## config.mk

```make
export PLATFORM = sky130hd
export DESIGN_NAME = uart_rx
export DESIGN_NICKNAME = d
export VERILOG_FILES = /design/src/rtl/uart_pkg.sv /design/src/rtl/uart_rx_sync_2ff.sv /design/src/rtl/uart_rx.sv
export SDC_FILE = /design/constraint.sdc
export NUM_CORES = 1
export LEC_CHECK = 0
export CAP_MARGIN = 20
export CORE_AREA = 3 3 77 50
export CTS_BUF_LIST = sky130_fd_sc_hd__clkbuf_4
export CTS_CLUSTER_DIAMETER = 150
export DETAILED_ROUTE_END_ITERATION = 12
export DIE_AREA = 0 0 80 53
export HOLD_SLACK_MARGIN = 0.05
export PLACE_DENSITY = 0.88
export SLEW_MARGIN = 20
export SYNTH_ARGS = -nofsm -noshare
export SYNTH_HDL_FRONTEND = slang
export SYNTH_SLANG_ARGS = --single-unit
```

## constraint.sdc

```tcl
create_clock -name clk -period 1.8 [get_ports clk]
set_clock_uncertainty 0.15 [all_clocks]
set_input_delay 0.36 -clock clk [delete_from_list [all_inputs] [get_ports clk]]
set_output_delay 0.36 -clock clk [all_outputs]
set_load 0.02 [all_outputs]
```

## src/rtl/uart_pkg.sv

```systemverilog
// Shared UART definitions.
// The default bit period is also used by the transmitter.
package uart_pkg;

  localparam int CLKS_PER_BIT_DEFAULT = 868;
  localparam int DATA_BITS = 8;

  typedef enum logic [2:0] {
    IDLE,
    START,
    DATA,
    STOP,
    BREAK
  } rx_state_t;

endpackage

```

## src/rtl/uart_rx_sync_2ff.sv

```systemverilog
// Generic 1-bit two-flop synchroniser.
// RESET_VAL sets the value both flops take on reset.
module sync_2ff #(
  parameter logic RESET_VAL = 1'b1
) (
  input  logic clk,
  input  logic rst,
  input  logic d,
  output logic q
);

  logic meta;

  always_ff @(posedge clk) begin
    if (rst) begin
      meta <= RESET_VAL;
      q    <= RESET_VAL;
    end else begin
      meta <= d;
      q    <= meta;
    end
  end

endmodule

```

## src/rtl/uart_rx.sv

```systemverilog
// 8N1 UART receiver with mid-bit sampling.
// Received bytes are held on a valid/ready output.
module uart_rx
  import uart_pkg::*;
#(
  parameter int CLKS_PER_BIT = CLKS_PER_BIT_DEFAULT
) (
  input  logic                 clk,
  input  logic                 rst,
  input  logic                 rx,
  output logic [DATA_BITS-1:0] data_out,
  output logic                 data_valid,
  input  logic                 data_ready,
  output logic                 frame_err,
  output logic                 overrun,
  output logic                 busy
);

  localparam int HALF_BIT = CLKS_PER_BIT / 2;
  localparam int CW = $clog2(CLKS_PER_BIT);
  localparam int IW = $clog2(DATA_BITS);

  localparam logic [CW-1:0] HALF_LAST =
    CW'(HALF_BIT - 1);
  localparam logic [CW-1:0] FULL_LAST =
    CW'(CLKS_PER_BIT - 1);
  localparam logic [IW-1:0] IDX_LAST =
    IW'(DATA_BITS - 1);

  rx_state_t state;
  rx_state_t state_n;

  logic [CW-1:0]        cnt;
  logic [IW-1:0]        idx;
  logic [DATA_BITS-1:0] shreg;
  logic                 rx_s;
  logic                 sample;
  logic                 byte_done;
  logic                 stop_bad;

  sync_2ff #(
    .RESET_VAL(1'b1)
  ) u_sync (
    .clk(clk),
    .rst(rst),
    .d  (rx),
    .q  (rx_s)
  );

  always_comb begin
    state_n = state;
    sample  = 1'b0;
    unique case (state)
      IDLE: begin
        if (!rx_s) state_n = START;
      end
      START: begin
        if (cnt == HALF_LAST) begin
          sample  = 1'b1;
          state_n = rx_s ? IDLE : DATA;
        end
      end
      DATA: begin
        if (cnt == FULL_LAST) begin
          sample = 1'b1;
          if (idx == IDX_LAST) state_n = STOP;
        end
      end
      STOP: begin
        if (cnt == FULL_LAST) begin
          sample  = 1'b1;
          state_n = rx_s ? IDLE : BREAK;
        end
      end
      BREAK: begin
        if (rx_s) state_n = IDLE;
      end
      default: state_n = IDLE;
    endcase
  end

  assign byte_done = (state == STOP) && sample && rx_s;
  assign stop_bad  = (state == STOP) && sample && !rx_s;

  // cnt restarts on every state change and after every sample
  always_ff @(posedge clk) begin
    if (rst) begin
      state <= IDLE;
      busy  <= 1'b0;
      cnt   <= '0;
      idx   <= '0;
      shreg <= '0;
    end else begin
      state <= state_n;
      busy  <= (state_n != IDLE);
      if (sample || (state_n != state)) begin
        cnt <= '0;
      end else begin
        cnt <= cnt + CW'(1);
      end
      if (state == START) idx <= '0;
      if ((state == DATA) && sample) begin
        shreg[idx] <= rx_s;
        idx        <= idx + IW'(1);
      end
    end
  end

  // a full, undrained holding register drops the new byte
  always_ff @(posedge clk) begin
    if (rst) begin
      data_out   <= '0;
      data_valid <= 1'b0;
      frame_err  <= 1'b0;
      overrun    <= 1'b0;
    end else begin
      frame_err <= stop_bad;
      overrun   <= byte_done && data_valid && !data_ready;
      if (byte_done && (!data_valid || data_ready)) begin
        data_out   <= shreg;
        data_valid <= 1'b1;
      end else if (data_valid && data_ready) begin
        data_valid <= 1'b0;
      end
    end
  end

endmodule

```

---- Word level (Yosys, flattened, before mapping) ----
Index checks and enable logic that the tools add are counted.
storage, ports and cells
  flip-flop bits (word level) ............. 38
  bits of input ports ..................... 4
  output and inout bits ................... 12
  word-level logic and storage cells ...... 62
operators by class
  add/subtract/negate cells ............... 2
  $lt $le $gt $ge ......................... 2
  equality and inequality tests ........... 8
  muxes and demuxes ....................... 19
  reduce and logical (&&, ||, !) cells .... 20
operators by type and width
  kind                   number
  $mux 3                 9
  $pmux 3 s5             1
  $add 10x1->10 const B  1
  $eq 10x10->1 const B   1
  $eq 10x9->1 const B    1
  $logic_and 1x1->1      9
  $bwmux 8               1
  $eq 3x2->1 const B     2
  $eq 3x3->1 const B     2
  $mux 1                 5
  $lt 3x4->1 const B     1
  $reduce_bool 2->1      2
  $reduce_or 2->1        2
  $add 3x1->3 const B    1
  $demux 1 s3            1
  $eq 3x1->1 const B     1
  $ge 3x1->1 const B     1
  $logic_not 1->1        3
  $logic_not 3->1        1
  $ne 3x3->1             1
  $reduce_bool 3->1      1
  $logic_or 1x1->1       2
  $mux 2                 1
  $pmux 1 s2             1

---- Longest topological paths before layout ----
Gate-level depths: netlist (run 1).
  depth in word-level cells ............... 7
  mapped depth ............................ 7
  depth with buffers taken out ............ 7

---- Cells and area by module ----
Synthesis (run 1) repeated with hierarchy kept, for this count alone.
unflattened totals
  cells, all modules ...................... 178
  area total of the unflattened synthesis .. 1685.4 µm²
modules (own cells, without submodules)
  module    times used  cells each  area each (µm²)  seq. area each (µm²)
  uart_rx   1           174         1632.8           720.7
  sync_2ff  1           4           52.6             40.0

---- Worst setup path before layout (run 1) ----
OpenSTA, ideal clock, no wires.
  path kind ............................... register to register
  from .................................... register cnt[0]
  to ...................................... register shreg[4]
  library setup time ...................... 128 ps
  arrival time ............................ 1518 ps
  required time ........................... 1522 ps
  setup slack ............................. 5 ps
  cell stages (with the launch flop) ...... 7
  buffers on the path ..................... 0
  period minus slack after synthesis ...... 1795 ps
  path through ............................ dfxtp_1 ha_1 and4bb_4 nand4b_4 nor4b_4 mux2i_1 nor2_1
between the ends
  cells in the longest elaborated chain, start to end .. 4
  elaborated cells on any way between the ends .. 6
  those cells by class .................... 2 x eq/ne; 3 x mux; 1 x reduce/logical
RTL lines
  what                                         RTL line                                     text
  start: declaration                           uart_rx.sv:33                                logic [CW-1:0] cnt;
  start signal: assignment                     uart_rx.sv:99                                cnt <= cnt + CW'(1);
  $eq 10x10->1 or $eq 10x9->1 (tied branches)  uart_rx.sv:64, uart_rx.sv:70, uart_rx.sv:58
  $mux 1 (on tied branches)                    uart_rx.sv:64, uart_rx.sv:70, uart_rx.sv:58
  $pmux 1 s2 (*)                               uart_rx.sv:53                                unique case (state)
  $logic_and 1x1->1 (*)                        uart_rx.sv:102                               if ((state == DATA) && sample) begin
  end signal: indexed assignment               uart_rx.sv:103                               shreg[idx] <= rx_s;
  end: declaration                             uart_rx.sv:35                                logic [DATA_BITS-1:0] shreg;
Mark *: on every way between the ends. The rest lies on a longest branch, timed or not.
A chain may end at the register's enable or synchronous reset.

---- Worst setup path in the final report (run 1) ----
  from .................................... register state[0]
  to ...................................... register data_out[0]
between the ends
  cells in the longest elaborated chain, start to end .. 6
  elaborated cells on any way between the ends .. 8
  those cells by class .................... 3 x eq/ne; 1 x mux; 4 x reduce/logical
RTL lines
  what                                 RTL line                      text
  start: declaration                   uart_rx.sv:30                 rx_state_t state;
  start signal: assignment             uart_rx.sv:94                 state <= state_n;
  $eq 3x2->1 (on tied branches)        uart_rx.sv:53, uart_rx.sv:82
  $reduce_or 2->1 (no source line)     --
  $pmux 1 s2                           uart_rx.sv:53
  $logic_and 1x1->1 (*) (2 in series)  uart_rx.sv:82                 assign byte_done = (state == STOP) && sample && rx_s;
  $logic_and 1x1->1 (*)                uart_rx.sv:119                if (byte_done && (!data_valid || data_ready)) begin
  end signal: assignment               uart_rx.sv:120                data_out <= shreg;
  end: declaration                     uart_rx.sv:11                 output logic [DATA_BITS-1:0] data_out,
Marks and branches as above.

==> out/summary.txt, run 1 <==
Max Clock Freq -> 540 MHz
Critical Path Sink Type -> flop
Die X -> 80 um
Design Power -> 1.69 mW
TritonRoute pass-1 iters -> 4
Slew HR -> 78.8%
Seq/Total Area, Yosys -> 45.6%
io pins -> 16
Pwr Density -> 760 nW/um^2
final setup vio count -> 10
critical path fanouts, max -> 8
cells after synthesis -> 171
placed cell area -> 2030 um^2
hold buffers post-CTS -> 0
clock root buffer -> clkbuf_4
RSZ-0062 raised after global routing -> yes
Critical-path top delay cell -> dfxtp_1
initial antenna violation count -> 0
total CTS buffers -> 5
pin count of the biggest net entering global routing -> 19
syn_area_per_cell -> 9.76 um^2
global-route wire length before repair -> 5.82 mm
Leakage Power -> 0.980 nW
outcome -> finished, violations left
drt drc -> 0
critical path class -> reg2reg
Synth top area share -> 45.6%
Hold Path Class -> reg2reg
Max-Cap Viols -> 0
share of layout cells above drive strength 1 -> 27.9%
final-stage net count -> 222
Worst Hold Margin -> 0.276 ns
Worst path max stage delay -> 0.45 ns
core box area -> 3200 um^2
failing checks -> negative setup slack
Clock Sinks -> 38
Final ANT Viol Nets -> 0
total gr overflow -> 0
post-DP HPWL -> 2.55 mm
YS warnings -> 0
#FFs+latches synth -> 38
Reg2Reg Setup Slack -> -0.05 ns
starting density of the core -> 52.1%
Tcrit/Tclk final -> 103%
WL/cell -> 13.9 um
ANT cells -> 0
vias in the first global route -> 1259
synth top area cells -> dfxtp_1 (46%), mux2i_1 (9.6%), nor2_1 (7.2%), ha_1 (3.0%), xnor2_1 (2.6%)
Buffers on Ports -> 15
min Tclk post-route -> 1.85 ns
Syn-to-layout area delta -> 33.2%
Clock transition at path regs -> 0.12 ns
Worst-Margin Slew -> 0.316 ns
H-tree depth -> 2
routed wire length -> 3.62 mm
Pins Over Slew Limit -> 0
CP cell instances -> and4bb_2 > nand4_1 > nor2b_2 > buf_6 > mux2i_2 > nor2_1
TritonCTS clock tree -> built
total number of vias -> 1356
worst vdd ir -> 0.000421 V
Skew-Pair Late Insertion Delay -> 0.33 ns
final instance area -> 2220 um^2
CP required -> 1.89 ns
Bufs on Longest Clock Path -> 2
CP arrival -> 1.94 ns
largest area contributor in the synthesized netlist -> dfxtp_1
syn_nets -> 179
Mapped Area -> 1670 um^2
GRT Util Overall -> 18.1%
GPL Wtd Cong -> 0.889
# rows -> 16
final worst setup slack -> -0.0510 ns
Yosys cell types -> 43
Final Hold Fails -> 0
Die ar. -> 4240 um^2
startpoint types -> flop
die height -> 53 um
post-DR vias/cell -> 5.22
initial DRC count -> 94
[worst paths after layout]
kind                               start  cells past startpoint                       end
setup / recovery     state[0]$_SDFF_PP0_                      6  data_out[0]$_SDFFE_PP0P_
hold / removal    u_sync.meta$_SDFF_PP1_                      1       u_sync.q$_SDFF_PP1_
setup reg to reg     state[0]$_SDFF_PP0_                      6  data_out[0]$_SDFFE_PP0P_
hold reg to reg   u_sync.meta$_SDFF_PP1_                      1       u_sync.q$_SDFF_PP1_
[kinds of logic after synthesis]
logic type	count (synthesis)	share of synthesized area (%)
AOI/OAI and AO/OA	12	4.87
muxes	16	9.59
adders and majority gates	4	3.00
buffers and inverters	12	3.22
xor gates and xnor gates	9	4.72
and+or+nand+nor	80	29.0
DFF	38	45.6
[registers in the layout, indices dropped and copies added (netlist names)]
register / cells
busy: 1
cnt: 10
data_out: 8
data_valid: 1
frame_err: 1
idx: 3
overrun: 1
shreg: 8
state: 3
u_sync.meta: 1
u_sync.q: 1
[layout by cell type (no fill, tap or decap), drive strengths merged, types with 2 or more instances in the layout]
master,n
a21oi,4
nor3,5
nand4b,4
nand2,6
dfxtp,38
dlygate4sd2,9
dlymetal6s2s,3
mux2i,16
buf,31
o21ai,3
inv,2
nor4b,2
and4b,2
bufinv,2
clkbuf,5
or2,2
clkdlybuf4s50,3
nand4,3
nand3,8
xnor2,5
xor2,4
or3b,2
and4bb,2
and3,3
nor2,32
ha,4
nand2b,3
[metal layers]
metal  track usage [%]  vias up  routed length, um
met3              6.12        4                252
met2              27.6       54               1630
met4              5.90        0                 26
li1                  -      677                  -
met1              23.9      621               1710
met5                 0        -                  0
[stage by stage]
| step | worst slack, ns | utilization, % | setup TNS (ns) | instances |
|---|---|---|---|---|
| finish | -0.0510 | 69.4 | -0.170 | 260 |
| global route | -0.135 | 69.4 | -1.34 | 260 |
| CTS | -0.0275 | 67.8 | -0.0542 | 259 |
| detailed placement | -0.257 | 63.4 | -0.776 | 248 |
| global placement | -0.186 | 63.4 | -0.282 | 248 |
| floorplan | 0.00475 | - | 0 | 171 |
[report_power, final]
part / switching [mW] / leakage, nW / internal, mW
logic: 0.0531 / 0.619 / 0.0610
clock network: 0.275 / 0.0528 / 0.428
registers: 0.0154 / 0.308 / 0.857
[Yosys cell counts]
| master | instances |
|---|---|
| nand2_1 | 6 |
| nor4b_4 | 1 |
| or3b_2 | 1 |
| o21ai_0 | 2 |
| xnor2_1 | 5 |
| clkbuf_2 | 1 |
| and4b_1 | 1 |
| o31ai_1 | 1 |
| buf_1 | 1 |
| nor4_1 | 1 |
| and4bb_4 | 1 |
| dfxtp_1 | 38 |
| nand2b_1 | 3 |
| buf_4 | 1 |
| or3b_1 | 1 |
| a31o_2 | 1 |
| a41oi_1 | 1 |
| nor2_1 | 32 |
| o21ai_2 | 1 |
| nor2b_1 | 1 |
| or2_2 | 2 |
| and4b_4 | 1 |
| buf_2 | 3 |
| and3_1 | 3 |
| nand4b_4 | 1 |
| or3_1 | 1 |
| nor3_1 | 5 |
| and2_1 | 1 |
| a21boi_0 | 1 |
| and4bb_2 | 1 |
| nor4b_2 | 1 |
| a21oi_1 | 4 |
| inv_1 | 2 |
| nand3_1 | 8 |
| nand4b_1 | 3 |
| xor2_1 | 4 |
| nor3b_2 | 1 |
| nand3b_2 | 1 |
| mux2i_1 | 16 |
| ha_1 | 4 |
| nand4_1 | 3 |
| o32a_1 | 1 |
| clkbuf_1 | 4 |
[worst max-delay path, delay by kind of cell, from the launching register on]
family                 cells  cell delay, ns
buffers and inverters      1            0.18
and+or+nand+nor            4            0.75
DFF                        1            0.45
muxes                      1            0.24
[repair_timing]
action / 4_1_cts / 5_1_grt
endpoints found under the setup margin: 27 / 30
pin swaps: 1 / 5
resized for setup: 16 / 10
cloned: 0 / 0
setup buffers: 3 / 1
hold endpoints to repair: 0 / 0
[cell type report]
class	count	area (um^2)
clock buffer	5	37.5
clock inverter	3	63.8
fill	244	980
inverter	2	7.51
multi-input combinational	121	912
sequential	38	763
tap	45	56.3
timing repair buffer	46	383
(Power assumes the default switching activity.)
==> run 2, diff against run 1 <==
Settings changed: PLACE_DENSITY 0.88 to 0.84, RECOVER_POWER from default to 50.
==> run 2 against run 1 <==
The run still ends with negative setup slack left. First-iteration DRC count increased by 67%. Critical path depth unchanged. Non-clock buffer count decreased by 1. Worst hold slack improved by 0.0097 ns. Fmax increased by 1.1%. Sequential share of layout area increased by 0.92 points. Setup slack improved by 0.021 ns. Critical path type unchanged.
==> out/summary.txt, run 2 (synthesized netlist as in run 1, its figures left out) <==
outcome -> finished, violations left
failing checks -> negative setup slack
clock root buffer -> clkbuf_4
Skew-Pair Late Insertion Delay -> 0.36 ns (+0.03 ns)
Critical Path End -> shreg[2]$_SDFFE_PP0P_
Leakage Power -> 0.915 nW (-6.7%)
non-filler cells, final -> 259 (-0.38%)
die height -> 53 um (unchanged)
Tcrit/Tclk final -> 102% (-1.1 points)
CP required -> 1.90 ns (about the same)
vias in the first global route -> 1364 (+8.3%)
WL/cell -> 15.3 um (+10%)
global-route wire length before repair -> 6.39 mm (+9.7%)
Cells after DPL -> 247 (-0.40%)
Setup crit start -> cnt[1]$_SDFF_PP0_
final worst setup slack -> -0.0305 ns (+0.0205 ns)
io pins -> 16 (unchanged)
Die ar. -> 4240 um^2 (unchanged)
post-DP HPWL -> 2.56 mm (+0.33%)
total CTS buffers -> 5 (unchanged)
core box area -> 3200 um^2 (unchanged)
Critical Path Sink Type -> flop
GRT Util Overall -> 20.4% (+2.4 points)
Bufs on Longest Clock Path -> 2 (unchanged)
pin count of the biggest net entering global routing -> 17 (-2)
ANT cells -> 0 (unchanged)
Hold Path Class -> reg2reg
commonest non-fill, non-tap cell in the layout -> dfxtp_1
min Tclk post-route -> 1.83 ns (-0.0205 ns)
Final Hold Fails -> 0 (unchanged)
initial antenna violation count -> 0 (unchanged)
hold buffers post-CTS -> 0 (unchanged)
reg2reg path depth -> 6 (unchanged)
Worst Hold Margin -> 0.286 ns (+0.00966 ns)
RSZ-0062 raised after global routing -> yes
Clock transition at path regs -> 0.12 ns (about the same)
initial DRC count -> 157 (+67%)
GPL Wtd Cong -> 0.868 (-2.4%)
Top Registers -> cnt (10), data_out (8), shreg (8)
Final Core Density -> 67.9% (-1.5 points)
startpoint types -> flop
CP arrival -> 1.93 ns (about the same)
final-stage net count -> 221 (-0.45%)
total number of vias -> 1391 (+2.6%)
Reg2Reg Setup Slack -> -0.03 ns (+0.02 ns)
Max Clock Freq -> 546 MHz (+1.1%)
most frequent cells in the layout -> dfxtp_1 (33), nor2_1 (32), buf_4 (28)
Final TNS setup -> -0.145 ns (+0.0252 ns)
Syn-to-layout area delta -> 30.4%
H-tree depth -> 2 (unchanged)
final setup vio count -> 8 (-2)
Most flops, register -> cnt
Buffers on Ports -> 15 (unchanged)
Slew HR -> 68.9% (-10 points)
worst vdd ir -> 0.000486 V (+15%)
number of flip-flops in the largest register -> 10 (unchanged)
reg2reg end -> shreg[2]$_SDFFE_PP0P_
critical path fanouts, max -> 6 (-2)
drt drc -> 0 (unchanged)
starting density of the core -> 52.1% (unchanged)
post-DR vias/cell -> 5.37 (+3.0%)
TritonCTS clock tree -> built
routed wire length -> 3.97 mm (+9.6%)
Die X -> 80 um (unchanged)
# rows -> 16 (unchanged)
Crit Reg-Reg Startpoint -> cnt[1]$_SDFF_PP0_
Clock Sinks -> 38 (unchanged)
Final ANT Viol Nets -> 0 (unchanged)
critical path class -> reg2reg
Pwr Density -> 668 nW/um^2 (-12%)
TritonRoute pass-1 iters -> 4 (unchanged)
Worst-Margin Slew -> 0.467 ns (+0.150 ns)
Max-Cap Viols -> 0 (unchanged)
share of layout cells above drive strength 1 -> 28.5% (+0.60 points)
Filler cells -> 237 (-2.9%)
Pins Over Slew Limit -> 0 (unchanged)
total gr overflow -> 0 (unchanged)
==> run 2: cell types whose count changed in the layout (fill, tap and decap cells not counted), moves of 2 or more <==
cell	previous run	this run
dfxtp_2	2	5
dlymetal6s2s_1	3	0
dfxtp_1	36	33
bufinv_16	2	0
dlygate4sd2_1	9	12
buf_4	30	28
==> run 2: metal layers <==
layer	wire, um	GRT usage (%)	up-vias	part of all wire [%]
li1	-	-	676	-
met1	1790	24.0	659	45
met2	1870	33.4	45	47
met3	240	7.82	11	6.0
met4	74	8.99	0	1.9
met5	0	0	-	0
==> run 2: timing repair <==
| item | in CTS | in global routing |
|---|---|---|
| buffers inserted | 3 | 1 |
| gates resized for setup | 23 | 8 |
| setup endpoints to repair | 25 | 25 |
| pin swaps | 4 | 5 |
| endpoints found under the hold margin | 0 | 0 |
==> run 2: through the flow <==
stage	power [mW]	cell area [um^2]	setup slack (ns)
2_1_floorplan	0.941	1670	0.00475
3_3_place_gp	0.994	2020	-0.0797
3_5_place_dp	1.00	2020	-0.140
4_1_cts	1.45	2130	-0.0233
5_1_grt	1.51	2180	-0.134
6_report	1.45	2180	-0.0305
==> run 2: area by class of cell <==
class | count | area, um^2 | share of cell area [%]
clock buffer | 6 | 45.0 | 2.07
clock inverter | 2 | 8.76 | 0.403
inverter | 2 | 7.51 | 0.345
multi-input combinational | 121 | 930 | 42.7
sequential | 38 | 767 | 35.3
tap | 45 | 56.3 | 2.59
timing repair buffer | 45 | 362 | 16.6
==> run 2: power breakdown <==
part	internal [mW]	switching (mW)	leakage, nW	total [mW]
Clock	0.162	0.294	0.0331	0.456
Combinational	0.0641	0.0577	0.572	0.122
Sequential	0.858	0.0170	0.309	0.875
Total	1.08	0.369	0.915	1.45
==> run 2: critical path, stage by stage (launching register included) <==
cell	delay, ns
dfxtp_2	0.38
ha_4	0.14
and4bb_4	0.27
nand4b_4	0.23
nor4b_4	0.28
mux2i_1	0.22
nor2_1	0.06
==> run 2: how the worst min path moves through the flow <==
stage | from | end | slack (ns) | cells after the start
finish | u_sync.meta$_SDFF_PP1_ | u_sync.q$_SDFF_PP1_ | 0.29 | 1
global route | u_sync.meta$_SDFF_PP1_ | u_sync.q$_SDFF_PP1_ | 0.33 | 1
CTS | u_sync.meta$_SDFF_PP1_ | u_sync.q$_SDFF_PP1_ | 0.29 | 1
detailed placement | u_sync.meta$_SDFF_PP1_ | u_sync.q$_SDFF_PP1_ | 0.25 | 1
global placement | u_sync.meta$_SDFF_PP1_ | u_sync.q$_SDFF_PP1_ | 0.24 | 1
floorplan | u_sync.meta$_SDFF_PP1_ | u_sync.q$_SDFF_PP1_ | 0.24 | 1
